--- config.mk ---
export PLATFORM = sky130hd
export DESIGN_NAME = m2_wb_arbiter_flat
export DESIGN_NICKNAME = d
export VERILOG_FILES = /design/src/rtl/m2_wb_arbiter_pkg.sv /design/src/rtl/m2_wb_arbiter_if.sv /design/src/rtl/m2_wb_arbiter_rr_arb2.sv /design/src/rtl/m2_wb_arbiter.sv /design/src/flat_wrapper.sv
export SDC_FILE = /design/constraint.sdc
export NUM_CORES = 1
export LEC_CHECK = 0
export CAP_MARGIN = 20
export CORE_AREA = 4 4 135 137
export CTS_CLUSTER_DIAMETER = 60
export DETAILED_ROUTE_END_ITERATION = 8
export DIE_AREA = 0 0 139 141
export SETUP_SLACK_MARGIN = 0.1
export SLEW_MARGIN = 20
export SYNTH_ARGS = -nofsm -noshare
export SYNTH_HDL_FRONTEND = slang
export SYNTH_HIERARCHICAL = 1
export SYNTH_SLANG_ARGS = --single-unit
--- constraint.sdc ---
create_clock -name clk -period 3.2 [get_ports clk]
set_clock_uncertainty 0.2 [all_clocks]
set_input_delay 0.48 -clock clk [delete_from_list [all_inputs] [get_ports clk]]
set_output_delay 0.48 -clock clk [all_outputs]
set_load 0.02 [all_outputs]
--- src/rtl/m2_wb_arbiter_pkg.sv ---
// Shared types and defaults for the two-master m2 Wishbone arbiter.
package m2_wb_arbiter_pkg;

    typedef enum logic [1:0] {
        ARB_IDLE = 2'd0,
        ARB_GNT0 = 2'd1,
        ARB_GNT1 = 2'd2
    } arb_state_e;

    localparam int WB_AW   = 32;
    localparam int WB_DW   = 32;
    localparam int WB_BL_W = 10;

endpackage

--- src/rtl/m2_wb_arbiter_if.sv ---
// Wishbone port with burst length and last-ack; master drives request, slave drives response.
interface m2_wb_arbiter_if #(
    parameter int AW  = 32,
    parameter int DW  = 32,
    parameter int BLW = 10
) ();

    logic            cyc;
    logic            stb;
    logic            we;
    logic [AW-1:0]   adr;
    logic [DW-1:0]   dat_w;
    logic [DW/8-1:0] sel;
    logic [BLW-1:0]  bl;
    logic [DW-1:0]   dat_r;
    logic            ack;
    logic            lack;
    logic            err;

    modport master (
        output cyc, stb, we, adr, dat_w, sel, bl,
        input  dat_r, ack, lack, err
    );

    modport slave (
        input  cyc, stb, we, adr, dat_w, sel, bl,
        output dat_r, ack, lack, err
    );

endinterface

--- src/rtl/m2_wb_arbiter_rr_arb2.sv ---
// Two-way request picker: round-robin on last grant, or fixed M0 priority.
module m2_wb_arbiter_rr_arb2 (
    input  logic [1:0] req,
    input  logic       last_gnt,
    input  logic       rr_en,
    output logic [1:0] gnt
);

    // last_gnt = 1 means M1 was served last, so M0 wins a tie.
    always_comb begin
        gnt = 2'b00;
        if (req == 2'b11) begin
            gnt = (rr_en && !last_gnt) ? 2'b10 : 2'b01;
        end else begin
            gnt = req;
        end
    end

endmodule

--- src/rtl/m2_wb_arbiter.sv ---
// Arbitrates the core "others" master (M0) and the D$ refill master (M1) onto the
// SoC m2 port, holding the grant for a whole burst.
module m2_wb_arbiter
    import m2_wb_arbiter_pkg::*;
#(
    parameter int AW    = WB_AW,
    parameter int DW    = WB_DW,
    parameter int BLW   = WB_BL_W,
    parameter bit RR_EN = 1'b1
) (
    input  logic           clk,
    input  logic           reset,
    m2_wb_arbiter_if.slave  m0,
    m2_wb_arbiter_if.slave  m1,
    m2_wb_arbiter_if.master m2_wbd,
    output logic           m2_wbd_bry
);

    localparam int SW = DW / 8;

    arb_state_e     state_q;
    arb_state_e     state_d;
    logic           last_gnt_q;
    logic [BLW-1:0] bl_lat_q;
    logic [BLW-1:0] beat_cnt_q;
    logic [1:0]     req;
    logic [1:0]     pick;
    logic           burst_end;

    logic           mux_cyc;
    logic           mux_stb;
    logic           mux_we;
    logic [AW-1:0]  mux_adr;
    logic [DW-1:0]  mux_dat;
    logic [SW-1:0]  mux_sel;
    logic [BLW-1:0] mux_bl;

    assign req = {m1.cyc & m1.stb, m0.cyc & m0.stb};

    m2_wb_arbiter_rr_arb2 u_pick (
        .req      (req),
        .last_gnt (last_gnt_q),
        .rr_en    (RR_EN),
        .gnt      (pick)
    );

    assign burst_end = m2_wbd.err |
                       (m2_wbd.ack & (m2_wbd.lack | (beat_cnt_q == bl_lat_q - BLW'(1))));

    always_ff @(posedge clk) begin
        if (reset) begin
            state_q <= ARB_IDLE;
        end else begin
            state_q <= state_d;
        end
    end

    // cyc is taken straight from the granted master so an abort reaches the slave at once.
    always_comb begin
        state_d = state_q;
        case (state_q)
            ARB_IDLE: begin
                if (pick[0]) begin
                    state_d = ARB_GNT0;
                end else if (pick[1]) begin
                    state_d = ARB_GNT1;
                end
            end
            ARB_GNT0, ARB_GNT1: begin
                if (!mux_cyc || burst_end) begin
                    state_d = ARB_IDLE;
                end
            end
            default: state_d = ARB_IDLE;
        endcase
    end

    always_ff @(posedge clk) begin
        if (reset) begin
            last_gnt_q <= 1'b1;
            bl_lat_q   <= '0;
            beat_cnt_q <= '0;
        end else if (state_q == ARB_IDLE) begin
            beat_cnt_q <= '0;
            if (pick[0]) begin
                bl_lat_q <= (m0.bl == '0) ? BLW'(1) : m0.bl;
            end else if (pick[1]) begin
                bl_lat_q <= (m1.bl == '0) ? BLW'(1) : m1.bl;
            end
        end else begin
            if (m2_wbd.ack) begin
                beat_cnt_q <= beat_cnt_q + BLW'(1);
            end
            if (state_d == ARB_IDLE) begin
                last_gnt_q <= (state_q == ARB_GNT1);
            end
        end
    end

    always_comb begin
        mux_cyc = 1'b0;
        mux_stb = 1'b0;
        mux_we  = 1'b0;
        mux_adr = '0;
        mux_dat = '0;
        mux_sel = '0;
        mux_bl  = '0;
        m0.ack  = 1'b0;
        m0.lack = 1'b0;
        m0.err  = 1'b0;
        m1.ack  = 1'b0;
        m1.lack = 1'b0;
        m1.err  = 1'b0;
        case (state_q)
            ARB_GNT0: begin
                mux_cyc = m0.cyc;
                mux_stb = m0.stb;
                mux_we  = m0.we;
                mux_adr = m0.adr;
                mux_dat = m0.dat_w;
                mux_sel = m0.sel;
                mux_bl  = bl_lat_q;
                m0.ack  = m2_wbd.ack;
                m0.lack = m2_wbd.lack;
                m0.err  = m2_wbd.err;
            end
            ARB_GNT1: begin
                mux_cyc = m1.cyc;
                mux_stb = m1.stb;
                mux_we  = m1.we;
                mux_adr = m1.adr;
                mux_dat = m1.dat_w;
                mux_sel = m1.sel;
                mux_bl  = bl_lat_q;
                m1.ack  = m2_wbd.ack;
                m1.lack = m2_wbd.lack;
                m1.err  = m2_wbd.err;
            end
            default: ;
        endcase
    end

    assign m2_wbd.cyc   = mux_cyc;
    assign m2_wbd.stb   = mux_stb;
    assign m2_wbd.we    = mux_we;
    assign m2_wbd.adr   = mux_adr;
    assign m2_wbd.dat_w = mux_dat;
    assign m2_wbd.sel   = mux_sel;
    assign m2_wbd.bl    = mux_bl;
    assign m2_wbd_bry   = mux_stb;

    assign m0.dat_r = m2_wbd.dat_r;
    assign m1.dat_r = m2_wbd.dat_r;

endmodule

--- src/flat_wrapper.sv ---
// flat-port wrapper written by rule: the top's interface ports become plain ports
module m2_wb_arbiter_flat import m2_wb_arbiter_pkg::*;
#(
    parameter int AW    = WB_AW,
    parameter int DW    = WB_DW,
    parameter int BLW   = WB_BL_W,
    parameter bit RR_EN = 1'b1
)
  (clk, reset, m2_wbd_bry, m0_cyc, m0_stb, m0_we, m0_adr, m0_dat_w, m0_sel, m0_bl, m0_dat_r, m0_ack, m0_lack, m0_err, m1_cyc, m1_stb, m1_we, m1_adr, m1_dat_w, m1_sel, m1_bl, m1_dat_r, m1_ack, m1_lack, m1_err, m2_wbd_cyc, m2_wbd_stb, m2_wbd_we, m2_wbd_adr, m2_wbd_dat_w, m2_wbd_sel, m2_wbd_bl, m2_wbd_dat_r, m2_wbd_ack, m2_wbd_lack, m2_wbd_err);
  m2_wb_arbiter_if #(.AW(AW), .DW(DW), .BLW(BLW)) m0_i ();
  m2_wb_arbiter_if #(.AW(AW), .DW(DW), .BLW(BLW)) m1_i ();
  m2_wb_arbiter_if #(.AW(AW), .DW(DW), .BLW(BLW)) m2_wbd_i ();
  input  logic clk;
  input  logic reset;
  output logic m2_wbd_bry;
  input wire logic [$bits(m0_i.cyc)-1:0] m0_cyc;
  input wire logic [$bits(m0_i.stb)-1:0] m0_stb;
  input wire logic [$bits(m0_i.we)-1:0] m0_we;
  input wire logic [$bits(m0_i.adr)-1:0] m0_adr;
  input wire logic [$bits(m0_i.dat_w)-1:0] m0_dat_w;
  input wire logic [$bits(m0_i.sel)-1:0] m0_sel;
  input wire logic [$bits(m0_i.bl)-1:0] m0_bl;
  output wire logic [$bits(m0_i.dat_r)-1:0] m0_dat_r;
  output wire logic [$bits(m0_i.ack)-1:0] m0_ack;
  output wire logic [$bits(m0_i.lack)-1:0] m0_lack;
  output wire logic [$bits(m0_i.err)-1:0] m0_err;
  input wire logic [$bits(m1_i.cyc)-1:0] m1_cyc;
  input wire logic [$bits(m1_i.stb)-1:0] m1_stb;
  input wire logic [$bits(m1_i.we)-1:0] m1_we;
  input wire logic [$bits(m1_i.adr)-1:0] m1_adr;
  input wire logic [$bits(m1_i.dat_w)-1:0] m1_dat_w;
  input wire logic [$bits(m1_i.sel)-1:0] m1_sel;
  input wire logic [$bits(m1_i.bl)-1:0] m1_bl;
  output wire logic [$bits(m1_i.dat_r)-1:0] m1_dat_r;
  output wire logic [$bits(m1_i.ack)-1:0] m1_ack;
  output wire logic [$bits(m1_i.lack)-1:0] m1_lack;
  output wire logic [$bits(m1_i.err)-1:0] m1_err;
  output wire logic [$bits(m2_wbd_i.cyc)-1:0] m2_wbd_cyc;
  output wire logic [$bits(m2_wbd_i.stb)-1:0] m2_wbd_stb;
  output wire logic [$bits(m2_wbd_i.we)-1:0] m2_wbd_we;
  output wire logic [$bits(m2_wbd_i.adr)-1:0] m2_wbd_adr;
  output wire logic [$bits(m2_wbd_i.dat_w)-1:0] m2_wbd_dat_w;
  output wire logic [$bits(m2_wbd_i.sel)-1:0] m2_wbd_sel;
  output wire logic [$bits(m2_wbd_i.bl)-1:0] m2_wbd_bl;
  input wire logic [$bits(m2_wbd_i.dat_r)-1:0] m2_wbd_dat_r;
  input wire logic [$bits(m2_wbd_i.ack)-1:0] m2_wbd_ack;
  input wire logic [$bits(m2_wbd_i.lack)-1:0] m2_wbd_lack;
  input wire logic [$bits(m2_wbd_i.err)-1:0] m2_wbd_err;
  assign m0_i.cyc = m0_cyc;
  assign m0_i.stb = m0_stb;
  assign m0_i.we = m0_we;
  assign m0_i.adr = m0_adr;
  assign m0_i.dat_w = m0_dat_w;
  assign m0_i.sel = m0_sel;
  assign m0_i.bl = m0_bl;
  assign m0_dat_r = m0_i.dat_r;
  assign m0_ack = m0_i.ack;
  assign m0_lack = m0_i.lack;
  assign m0_err = m0_i.err;
  assign m1_i.cyc = m1_cyc;
  assign m1_i.stb = m1_stb;
  assign m1_i.we = m1_we;
  assign m1_i.adr = m1_adr;
  assign m1_i.dat_w = m1_dat_w;
  assign m1_i.sel = m1_sel;
  assign m1_i.bl = m1_bl;
  assign m1_dat_r = m1_i.dat_r;
  assign m1_ack = m1_i.ack;
  assign m1_lack = m1_i.lack;
  assign m1_err = m1_i.err;
  assign m2_wbd_cyc = m2_wbd_i.cyc;
  assign m2_wbd_stb = m2_wbd_i.stb;
  assign m2_wbd_we = m2_wbd_i.we;
  assign m2_wbd_adr = m2_wbd_i.adr;
  assign m2_wbd_dat_w = m2_wbd_i.dat_w;
  assign m2_wbd_sel = m2_wbd_i.sel;
  assign m2_wbd_bl = m2_wbd_i.bl;
  assign m2_wbd_i.dat_r = m2_wbd_dat_r;
  assign m2_wbd_i.ack = m2_wbd_ack;
  assign m2_wbd_i.lack = m2_wbd_lack;
  assign m2_wbd_i.err = m2_wbd_err;
  m2_wb_arbiter #(.AW(AW), .DW(DW), .BLW(BLW), .RR_EN(RR_EN)) u_core (.clk(clk), .reset(reset), .m0(m0_i), .m1(m1_i), .m2_wbd(m2_wbd_i), .m2_wbd_bry(m2_wbd_bry));
endmodule
==> summary.txt, run 1 <==
Timing
  • Unrepaired setup endpoints after global routing: false
  • Upper clock frequency limit: 340.4 MHz
  • Ratio of final minimum period to clock period: 91.80%
  • Final critical delay including setup and external delays: a little under 3000 ps
  • Total Negative Setup Slacks: 0 ps
  • Setup-failing EPs final: 0
  • Number of failing hold endpoints at the final stage: 0
  • Number of slew-limit violations in the final report: 0

Global routing
  • Global router's overall resource usage: 14.11%
  • Initial antenna violation count: 1
  • Overflow left after global routing: 0
  • Pin count of the biggest net entering global routing: 76
  • Vias in the first global route: 3609
  • First-pass GRT wire length: roughly 22000 µm

Drt
  • Number of nets with antenna violations after detailed routing: 0
  • Total wirelength of the detailed-routed design: about 15000 µm
  • Remaining design rule violation count: 0
  • Via density per instance: between 4 and 5
  • Via count: 3656
  • 1st-pass router iterations: 4
  • Number of DRC violations after detailed-routing iteration 0: 153
  • Post-DR wirelength/cell: between 15 and 20 µm

Floorplanning
  • Number of ports placed on the die boundary: around 350
  • Area of the die: roughly 20000 µm²
  • Effective utilization at floorplan: 18.93%
  • Die W: 139 µm
  • Core Box Area: roughly 17000 µm²
  • Rows: 48
  • Die height: ~140 µm

Hold path
  • Hold crit path type: flip-flop to flip-flop
  • Source of the worst hold timing path: u_core/beat_cnt_q[6]
  • Count of cells along the worst hold path: 2
  • Endpoint of the worst hold-timing path: u_core/beat_cnt_q[6]

Place
  • Cell area after placement: between 5000 and 6000 µm²
  • Total half-perimeter wirelength after legalization and detailed placement: 12000 µm
  • Number of I/O port buffers: roughly 250
  • Weighted congestion at the end of routability-driven global placement: roughly 0.88

Pwr
  • Pwr/cell area: between 200 and 250 nW/µm²
  • Post-layout total power: between 0.001 and 0.0015 W
  • Static Leakage: roughly 1.8 nW
  • Worst vdd ir: ~0.00019 V

Clock network
  • Clock Root Buffer: sky130_fd_sc_hd__clkbuf_16
  • Worst skew pair latency: approximately 260 ps
  • CTS Sinks: 23
  • TritonCTS clock tree: done
  • Clock buffers created by TritonCTS: 3
  • Number of setup buffers added after CTS: 0
  • Maximum count of clock buffers along a single path: 2
  • Post-CTS resize count: 0
  • Clock slew at reported path FFs: ~60 ps
  • Count of hold buffers inserted by post-cts repair: 0
  • Number of levels in the clock H-tree: 1

Status
  • Outcome: completed

Setup path
  • Critical Path RT: 2520 ps
  • Startpoint type of the worst setup path: flip-flop
  • Kind of capture point of the worst setup path: output pin
  • Setup slack on the worst flop-to-flop path: between 500 and 600 ps
  • Slowest stage cell, crit path: sky130_fd_sc_hd__clkdlybuf4s50_1
  • Data arrival time of the critical path: approximately 2300 ps
  • Critical-path cell list: inv_1, ha_2, buf_12, a22oi_1, nor2b_1, clkdlybuf4s50_1
  • FF-to-FF path depth: 9
  • Largest stage delay, worst path: 610 ps
  • Critical path class: flip-flop to output pin
  • Critical R2R Launch: u_core/bl_lat_q[0]
  • Endpoint of the lowest-slack register-to-register path: u_core/last_gnt_q
  • Max FO, Critical Path: between 70 and 80

Synthesis
  • Yosys reg bits: 23
  • Async set or reset register ratio after synthesis: 0%
  • EDFF count, synth: 0
  • Dominant register cell in the synthesized netlist: sky130_fd_sc_hd__dfxtp_1
  • Sequential cell area fraction in the yosys report: between 10% and 20%
  • Average cell area after synthesis: ~7.3 µm²
  • Netlist area before placement: 3228 µm²
  • Syn Nets: about 650
  • Synthesized netlist cell count: ~440
  • Yosys Warn Count: 6
  • Number of distinct library cells after synthesis: 44

Finish
  • Count of inserted antenna diode cells: 0
  • Signed area change from the synthesized netlist to the final layout: 73.80%
  • Final standard cell area without fillers: approximately 5600 µm²
  • Commonest non-fill, non-tap cell in the layout: sky130_fd_sc_hd__clkdlybuf4s50_1
  • Layout cell share with drive strength beyond 1: 4.132%
  • Count of nets after finishing: a little over 800
  • Most frequent cells in the layout: 250 x sky130_fd_sc_hd__clkdlybuf4s50_1, 71 x sky130_fd_sc_hd__a22oi_1, 71 x sky130_fd_sc_hd__nor2b_1

Run
  • Maximum Capacitance Violations: 0
==> area by class of cell <==
class / count / area, µm²
fill: 1826 / 11450
timing repair buffer: 262 / 2653
multi-input combinational: 307 / 2102
sequential: 23 / 460.4
tap: 225 / 281.5
clock buffer: 3 / 75.07
inverter: 9 / 33.78
clock inverter: 1 / 5.005
==> worst max-delay path, delay by kind of cell, from the launching register on <==
family | cells | cell delay [ps]
flip-flops | 1 | 340
adder cells (fa/ha/maj) | 1 | 200
buffers and inverters | 3 | 1030
AND/OR/NAND/NOR | 1 | 160
AO/OA/AOI/OAI | 1 | 240
==> logic make-up (layout without fill, tap and decap cells) <==
logic type / count (synthesis) / count (layout) / synth area share (%)
other: 1 / 1 / 0.1162
adder cells (fa/ha/maj): 6 / 6 / 2.326
AO/OA/AOI/OAI: 117 / 117 / 26.71
multiplexers: 11 / 11 / 3.411
XOR/XNOR: 15 / 15 / 4.070
buffers and inverters: 111 / 275 / 20.85
AND/OR/NAND/NOR: 157 / 157 / 28.26
flip-flops: 23 / 23 / 14.26
==> sequential cells by signal, summed over array words and instances (netlist names) <==
| name | cells |
|---|---|
| u_core/state_q | 2 |
| u_core/last_gnt_q | 1 |
| u_core/bl_lat_q | 10 |
| u_core/beat_cnt_q | 10 |
==> through the flow <==
| stage | util (%) | worst slack (ps) | hold slack (ps) | instances |
|---|---|---|---|---|
| after floorplan | - | 675.6 | 282.1 | 441 |
| after global routing | 32.89 | 146.8 | 355.7 | 830 |
| after global placement | 32.39 | 432.3 | 318.3 | 826 |
| final | 32.89 | 262.4 | 322.0 | 830 |
| after detailed placement | 32.39 | 416.1 | 323.4 | 826 |
| after CTS | 32.86 | 118.1 | 334.1 | 830 |
==> Yosys cell counts (2+ instances only) <==
cell type,number,area (µm²)
sky130_fd_sc_hd__a22oi_1,71,533.0
sky130_fd_sc_hd__nor2b_1,71,444.2
sky130_fd_sc_hd__buf_4,66,495.5
sky130_fd_sc_hd__clkbuf_1,30,112.6
sky130_fd_sc_hd__nor2_1,28,105.1
sky130_fd_sc_hd__dfxtp_1,23,460.4
sky130_fd_sc_hd__and2_1,18,112.6
sky130_fd_sc_hd__a21oi_1,12,60.06
sky130_fd_sc_hd__mux2i_1,11,110.1
sky130_fd_sc_hd__a211oi_1,10,75.07
sky130_fd_sc_hd__inv_1,9,33.78
sky130_fd_sc_hd__xnor2_1,9,78.83
sky130_fd_sc_hd__ha_1,6,75.07
sky130_fd_sc_hd__nand2_1,6,22.52
sky130_fd_sc_hd__nor3_1,6,30.03
sky130_fd_sc_hd__o21ai_0,6,30.03
sky130_fd_sc_hd__xor2_1,6,52.55
sky130_fd_sc_hd__nand3_1,5,25.02
sky130_fd_sc_hd__or3_1,5,31.28
sky130_fd_sc_hd__buf_1,4,15.01
sky130_fd_sc_hd__nand4_1,4,25.02
sky130_fd_sc_hd__a21o_1,3,22.52
sky130_fd_sc_hd__nand2b_1,3,18.77
sky130_fd_sc_hd__nor4_1,3,18.77
sky130_fd_sc_hd__o21a_1,3,22.52
sky130_fd_sc_hd__a31oi_1,2,12.51
sky130_fd_sc_hd__o2111ai_1,2,17.52
sky130_fd_sc_hd__o211ai_1,2,15.01
sky130_fd_sc_hd__or2_2,2,12.51
==> metal layers <==
layer | routed length, µm | vias to the layer above | part of all wire [%] | global-route usage, %
li1 | - | 1812 | - | -
met1 | 6319 | 1646 | 42 | 17.41
met2 | 7227 | 188 | 48 | 24.19
met3 | 1462 | 8 | 9.7 | 5.461
met4 | 49 | 2 | 0.33 | 1.545
met5 | 7 | - | 0.046 | 0
==> report_power, final <==
group / switching (W) / internal, W
Clock: 0.000106 / 0.000168
Combinational: 0.000274 / 0.000378
Sequential: 0.0000345 / 0.000304
Total: 0.000415 / 0.000850
==> worst max path at each step <==
stage / startpoint / end / slack, ps
floorplan: u_core/state_q[0] / m2_wbd_bry / 680
global placement: u_core/state_q[0] / m2_wbd_dat_w[13] / 430
detailed placement: u_core/state_q[0] / m2_wbd_dat_w[13] / 420
CTS: u_core/state_q[0] / m2_wbd_dat_w[13] / 120
global route: u_core/state_q[1] / m2_wbd_adr[13] / 150
finish: u_core/state_q[0] / m2_wbd_adr[11] / 260
Note: power is estimated with default switching activity, not from simulation.
==> run 2, diff against run 1 <==
--- a/config.mk
+++ b/config.mk
@@ -11,7 +11,6 @@
 export DETAILED_ROUTE_END_ITERATION = 8
 export DIE_AREA = 0 0 139 141
 export SETUP_SLACK_MARGIN = 0.1
-export SLEW_MARGIN = 20
 export SYNTH_ARGS = -nofsm -noshare
 export SYNTH_HDL_FRONTEND = slang
 export SYNTH_HIERARCHICAL = 1
==> results of run 2 <==
Same layout as run 1: the final DEF is identical, and so are final timing and power.
==> run 3, diff against run 2 <==
--- a/config.mk
+++ b/config.mk
@@ -5,7 +5,7 @@
 export SDC_FILE = /design/constraint.sdc
 export NUM_CORES = 1
 export LEC_CHECK = 0
-export CAP_MARGIN = 20
+export CAP_MARGIN = 10
 export CORE_AREA = 4 4 135 137
 export CTS_CLUSTER_DIAMETER = 60
 export DETAILED_ROUTE_END_ITERATION = 8
==> results of run 3 <==
Same layout as run 1: the final DEF is identical, and so are final timing and power.
